File: src/rtl/fetch_unit_if.sv
// fetch_unit_if: memory bus, control inputs and IF/ID outputs of the fetch stage
interface fetch_unit_if;
    logic        stall;
    logic        branchTaken;
    logic [63:0] branchTarget;
    logic [63:0] instructionAddress;
    logic [31:0] instruction;
    logic [63:0] ifPc;
    logic [31:0] ifInstruction;
    logic        ifValid;
    logic [63:0] fetchCount;
    modport master (
        input  stall, branchTaken, branchTarget, instruction,
        output instructionAddress, ifPc, ifInstruction, ifValid, fetchCount
    );
    modport slave (
        output stall, branchTaken, branchTarget, instruction,
        input  instructionAddress, ifPc, ifInstruction, ifValid, fetchCount
    );
endinterface

File: src/rtl/fetch_unit.sv
// fetch_unit: PC generation, outstanding-request tracking and IF/ID register for a registered instruction memory
module fetch_unit #(
    parameter logic [63:0] RESET_PC = 64'h0,
    parameter logic [63:0] PC_STEP  = 64'd4
) (
    input logic        clk,
    input logic        rst_n,
    fetch_unit_if.master bus
);
    logic [63:0] pc;
    logic [63:0] req_pc;
    logic        req_valid;
    logic [63:0] target;

    assign target = {bus.branchTarget[63:2], 2'b00};
    // On stall the memory re-reads the outstanding address so its output stays put
    assign bus.instructionAddress = bus.branchTaken ? target : bus.stall ? req_pc : pc;

    // Redirect beats stall; stall freezes everything; otherwise advance one slot
    always_ff @(posedge clk or negedge rst_n) begin
        if (!rst_n) begin
            pc                <= RESET_PC;
            req_pc            <= RESET_PC;
            req_valid         <= 1'b0;
            bus.ifPc          <= '0;
            bus.ifInstruction <= '0;
            bus.ifValid       <= 1'b0;
            bus.fetchCount    <= '0;
        end else if (bus.branchTaken) begin
            req_pc      <= target;
            req_valid   <= 1'b1;
            pc          <= target + PC_STEP;
            bus.ifValid <= 1'b0;
        end else if (!bus.stall) begin
            bus.ifPc          <= req_pc;
            bus.ifInstruction <= bus.instruction;
            bus.ifValid       <= req_valid;
            bus.fetchCount    <= bus.fetchCount + {63'd0, req_valid};
            req_pc            <= pc;
            req_valid         <= 1'b1;
            pc                <= pc + PC_STEP;
        end
    end
endmodule

File: src/flat_wrapper.sv
// flat-port wrapper written by rule: the top's interface ports become plain ports
module fetch_unit_flat 
#(
    parameter logic [63:0] RESET_PC = 64'h0,
    parameter logic [63:0] PC_STEP  = 64'd4
)
  (clk, rst_n, bus_stall, bus_branchTaken, bus_branchTarget, bus_instruction, bus_instructionAddress, bus_ifPc, bus_ifInstruction, bus_ifValid, bus_fetchCount);
  fetch_unit_if bus_i ();
  input logic clk;
  input logic rst_n;
  input wire logic [$bits(bus_i.stall)-1:0] bus_stall;
  input wire logic [$bits(bus_i.branchTaken)-1:0] bus_branchTaken;
  input wire logic [$bits(bus_i.branchTarget)-1:0] bus_branchTarget;
  input wire logic [$bits(bus_i.instruction)-1:0] bus_instruction;
  output wire logic [$bits(bus_i.instructionAddress)-1:0] bus_instructionAddress;
  output wire logic [$bits(bus_i.ifPc)-1:0] bus_ifPc;
  output wire logic [$bits(bus_i.ifInstruction)-1:0] bus_ifInstruction;
  output wire logic [$bits(bus_i.ifValid)-1:0] bus_ifValid;
  output wire logic [$bits(bus_i.fetchCount)-1:0] bus_fetchCount;
  assign bus_i.stall = bus_stall;
  assign bus_i.branchTaken = bus_branchTaken;
  assign bus_i.branchTarget = bus_branchTarget;
  assign bus_i.instruction = bus_instruction;
  assign bus_instructionAddress = bus_i.instructionAddress;
  assign bus_ifPc = bus_i.ifPc;
  assign bus_ifInstruction = bus_i.ifInstruction;
  assign bus_ifValid = bus_i.ifValid;
  assign bus_fetchCount = bus_i.fetchCount;
  fetch_unit #(.RESET_PC(RESET_PC), .PC_STEP(PC_STEP)) u_core (.clk(clk), .rst_n(rst_n), .bus(bus_i));
endmodule
File: config.mk
export PLATFORM = sky130hd
export DESIGN_NAME = fetch_unit_flat
export DESIGN_NICKNAME = d
export VERILOG_FILES = /design/src/rtl/fetch_unit_if.sv /design/src/rtl/fetch_unit.sv /design/src/flat_wrapper.sv
export SDC_FILE = /design/constraint.sdc
export NUM_CORES = 1
export LEC_CHECK = 0
export CORE_UTILIZATION = 50
export DETAILED_ROUTE_END_ITERATION = 10
export PLACE_DENSITY = 0.85
export SLEW_MARGIN = 20
export SYNTH_ARGS = -nofsm -noshare
export SYNTH_HDL_FRONTEND = slang
export SYNTH_SLANG_ARGS = --single-unit
File: constraint.sdc
create_clock -name clk -period 5.1 [get_ports clk]
set_input_delay 1.02 -clock clk [delete_from_list [all_inputs] [get_ports clk]]
set_output_delay 1.02 -clock clk [all_outputs]
set_load 0.005 [all_outputs]
; ---- After elaboration in Yosys (flattened, before gate mapping)
; Cells that the tools add are included.
[totals]
ff_bits = 290
[classes]
add_sub_neg = 3
n_eq_ne = 1
muxes = 8
bitwise = 2
reduce_logical = 1
[ops]
columns = cell, count
row1 = 64-bit 2-to-1 mux, 4
row2 = "64-bit by 3-bit adder with 64-bit output, second input constant", 2
row3 = 64-bit by 1-bit adder with 64-bit output, 1
row4 = 1-bit 2-to-1 mux, 4
row5 = "2-bit by 1-bit inequality test with 1-bit output, second input constant", 1
row6 = 1-bit inverter, 2
row7 = 2-bit AND reduction, 1

; ---- Depth between registers and ports, before layout
[logic_depth]
word_depth = 3
mapped_depth = 20
ltp_nobuf = 10

; ---- Worst setup path before layout
; Ideal clock, no wire load.
[synth_timing]
kind = input-to-reg
start = in bus_branchTaken
end = reg u_core.pc[60]
setup_ns = 0.145
t_arrival_ns = 4.661
path_slack_ns = 0.294
stages = 20
path_cell_list = buf_6 > buf_4 > buf_2 > buf_2 > buf_2 > buf_2 > buf_2 > clkbuf_1 > clkbuf_1 > clkbuf_1 > nand2_1 > o21ai_0 > ha_1 > inv_1 > a221oi_1 > nand4_1 > or4_1 > nor3_1 > xnor2_1 > mux2i_1
[synth_between]
elab_chain_len = 1
[synth_rtl]
columns = item, line_no
row1 = "start, declared", flat_wrapper.sv:12  ; input wire logic [$bits(bus_i.branchTaken)-1:0] bus_branchTaken;
row2 = 2-bit by 1-bit inequality test with 1-bit output (no source line) or 64-bit 2-to-1 mux (tied branches), --
row3 = "end signal, assigned", fetch_unit.sv:32  ; pc <= target + PC_STEP;
row4 = "end signal, assigned", fetch_unit.sv:41  ; pc <= pc + PC_STEP;
row5 = "end, declared", fetch_unit.sv:10  ; logic [63:0] pc;
; Parallel ways exist; a longest one is shown, timed or not.
; A chain may end at the register's enable or synchronous reset.

; ---- Worst setup path after layout
[layout_timing]
start = in bus_branchTaken
end = out bus_instructionAddress[43]
[layout_between]
elab_chain_len = 1
[layout_rtl]
columns = item, line_no
row1 = 64-bit 2-to-1 mux, fetch_unit.sv:17  ; assign bus.instructionAddress = bus.branchTaken ? target : bus.stall ? req_pc : pc;
row2 = "end, declared", flat_wrapper.sv:15  ; output wire logic [$bits(bus_i.instructionAddress)-1:0] bus_instructionAddress;
; Every way passes these cells.

==> run metrics <==
layout cells sized above 1=10.4%; Setup TNS Final=0 ns; hold path cells=1; synth warn=0; post-CTS sizing=0; core box area=28900 µm²; Worst-Margin Slew=1.02 ns; register area=7210 µm²; count of final hold-check violations=0; Max Slew Vio Count=0; detailed-placement wirelength estimate=30300 µm; first-pass GRT wire length=67200 µm; VDD IR max=0.244 mV; H-tree levels=2; Port Buffers=322; fmax=0.233 GHz; vias in the first global route=12177; most frequent cells in the layout=clkdlybuf4s50_1, dfrtp_1, nand2_1; status=finished, final reports clean; Rows=62; Main synth FF type=dfrtp_1; Via density=5.80; max-cap violations=0; Max FO, Critical Path=141; Initial Util=51.2%; WS Path Type=input pin to output port; area of the multi-input gates=7220 µm²; number of synthesized flops with an enable pin=0; r2r setup slk=1.65 ns; cells on worst reg2reg path=9; grt ovf=0; Num CTS Buffers=34; fin crit period=4.28 ns; Clock Skews=0.0125 ns; largest net degree at the start of global routing=142; flops & latches, synth=288; die area=30200 µm²; FILL cells=2125; Reg clk slew, reported paths=0.06 ns; total track usage=27.8%; nets@finish=1821; Initial DRT Pass Iterations=5; crit start category=input pin; Worst Setup End Kind=output port; Mapped Area=14800 µm²; clk sinks=288; Remaining DRCs=0; Final Setup Violations=0; I/O pin count=325; post-synth net total=1513; relative slew slack=32.0%; Final ANT Viol Nets=0; worst endpoint data arrival time=3.26 ns; sequential area share after synthesis=48.8%; clk_lat worst skew=0.51 ns; Req. time, crit path=4.08 ns; initial antenna violation count=9; FFs w/ async S/R, synth=100%; DRT Wirelength=42100 µm; Power Density=331 nW/µm²; drt first-iter violations=952; CTS Hold Bufs=0; postcts setup bufs=0; wire length per cell=19.8 µm; Synth cell types=50; Tcrit/Tclk final=84.0%; fin util=67.7%; CTS Root Cell=clkbuf_16; clock buffer depth=3; Post-Syn Instances=1409; Leak=8.09 nW; commonest non-fill, non-tap cell in the layout=clkdlybuf4s50_1; global placement routability congestion=0.921; CTS tree=built; Chip Height=174 µm; Via Count=12339; Syn Area/Cell=10.5 µm²; Area Growth Syn to Fin=32.3%; RSZ-0062 raised after global routing=false; path type of the worst min-delay path=flip-flop to flip-flop; die width=174 µm
-- cells by family (layout without fill, tap and decap cells) --
logic type                 count (synthesis)  in the layout  share of synthesized area, %
and+or+nand+nor                          501            501                          17.4
DFF                                      288            288                          48.8
muxes                                    197            197                          14.2
xor gates and xnor gates                 177            177                          10.5
AOI/OAI and AO/OA                        159            159                          6.42
buffers and inverters                     83            412                          2.32
adders and majority gates                  4              4                         0.339
other                                      0              7                             0
-- report_power, final --
group | switching (mW) | internal, mW
logic | 0.508 | 0.710
clock network | 0.947 | 1.54
registers | 0.220 | 2.55
-- path summary, 6_finish.rpt --
check / endpoint / startpoint
max: bus_instructionAddress[43] / bus_branchTaken
min: u_core.bus.fetchCount[63] / u_core.bus.fetchCount[63]
max reg2reg: u_core.bus.fetchCount[60] / u_core.req_valid
min reg2reg: u_core.bus.fetchCount[63] / u_core.bus.fetchCount[63]
max in group asynchronous: u_core.req_pc[47] / rst_n
min in group asynchronous: u_core.bus.fetchCount[22] / rst_n
-- registers in the layout (all words and copies together), names as in the netlist --
| name | flops |
|---|---|
| u_core.req_pc | 64 |
| u_core.req_valid | 1 |
| u_core.bus.fetchCount | 64 |
| u_core.pc | 62 |
| u_core.bus.ifPc | 64 |
| u_core.bus.ifValid | 1 |
| u_core.bus.ifInstruction | 32 |
-- worst max-delay path, cell delays in order --
cell	delay, ns
buf_8	0.50
buf_4	0.51
buf_4	0.34
nand2_1	0.10
o21ai_0	0.15
clkdlybuf4s50_1	0.57
-- synthesized netlist by cell type, types with 2 or more instances --
master,count,area share [%]
dfrtp_1,288,49
nand2_1,155,3.9
xnor2_1,109,6.5
mux2_2,100,7.6
mux2i_1,97,6.6
o21ai_0,89,3.0
nand3_1,83,2.8
xor2_1,68,4.0
nor2_1,67,1.7
clkbuf_1,43,1.1
nand4_1,37,1.6
nor3_1,37,1.3
nand3b_1,28,1.4
a22oi_1,22,1.1
a21oi_1,21,0.71
nand2b_1,18,0.76
and3_1,16,0.68
buf_2,16,0.54
inv_1,13,0.33
and4_1,12,0.71
and2_1,11,0.47
nand4b_1,11,0.65
buf_1,9,0.23
a222oi_1,8,0.54
nor2b_1,7,0.30
nor4_1,6,0.25
o21a_1,5,0.25
ha_1,4,0.34
o22ai_1,4,0.17
and3b_1,2,0.12
nor3_2,2,0.14
nor4b_1,2,0.12
or3_1,2,0.085
-- area by class of cell --
| type | instances | share of cell area [%] |
|---|---|---|
| Inverter | 13 | 0.250 |
| Antenna cell | 7 | 0.0897 |
| Sequential cell | 288 | 36.9 |
| Clock inverter | 8 | 0.608 |
| Timing Repair Buffer | 342 | 17.5 |
| Clock buffer | 49 | 5.23 |
| Tap cell | 384 | 2.46 |
| Multi-Input combinational cell | 1038 | 37.0 |
-- layer usage --
metal  track usage, %  vias to the layer above  wire length, µm
li1                 -                     5612                -
met1             36.2                     6079            17200
met2             46.3                      557            20400
met3             5.92                       87             3250
met4             8.63                        4             1150
met5                0                        -               30
-- per-stage QoR --
step,total power [mW],hold WS [ns],std cells,cell area [µm²],worst slack (ns)
finish,6.47,0.474,2129,19500,0.815
global placement,3.97,0.456,2065,18400,0.913
CTS,6.51,0.471,2122,19500,0.864
global route,6.74,0.510,2126,19500,0.621
floorplan,3.26,0.460,1409,14800,0.294
detailed placement,4.02,0.464,2065,18400,0.861
Power figures use the tool's default switching activity.
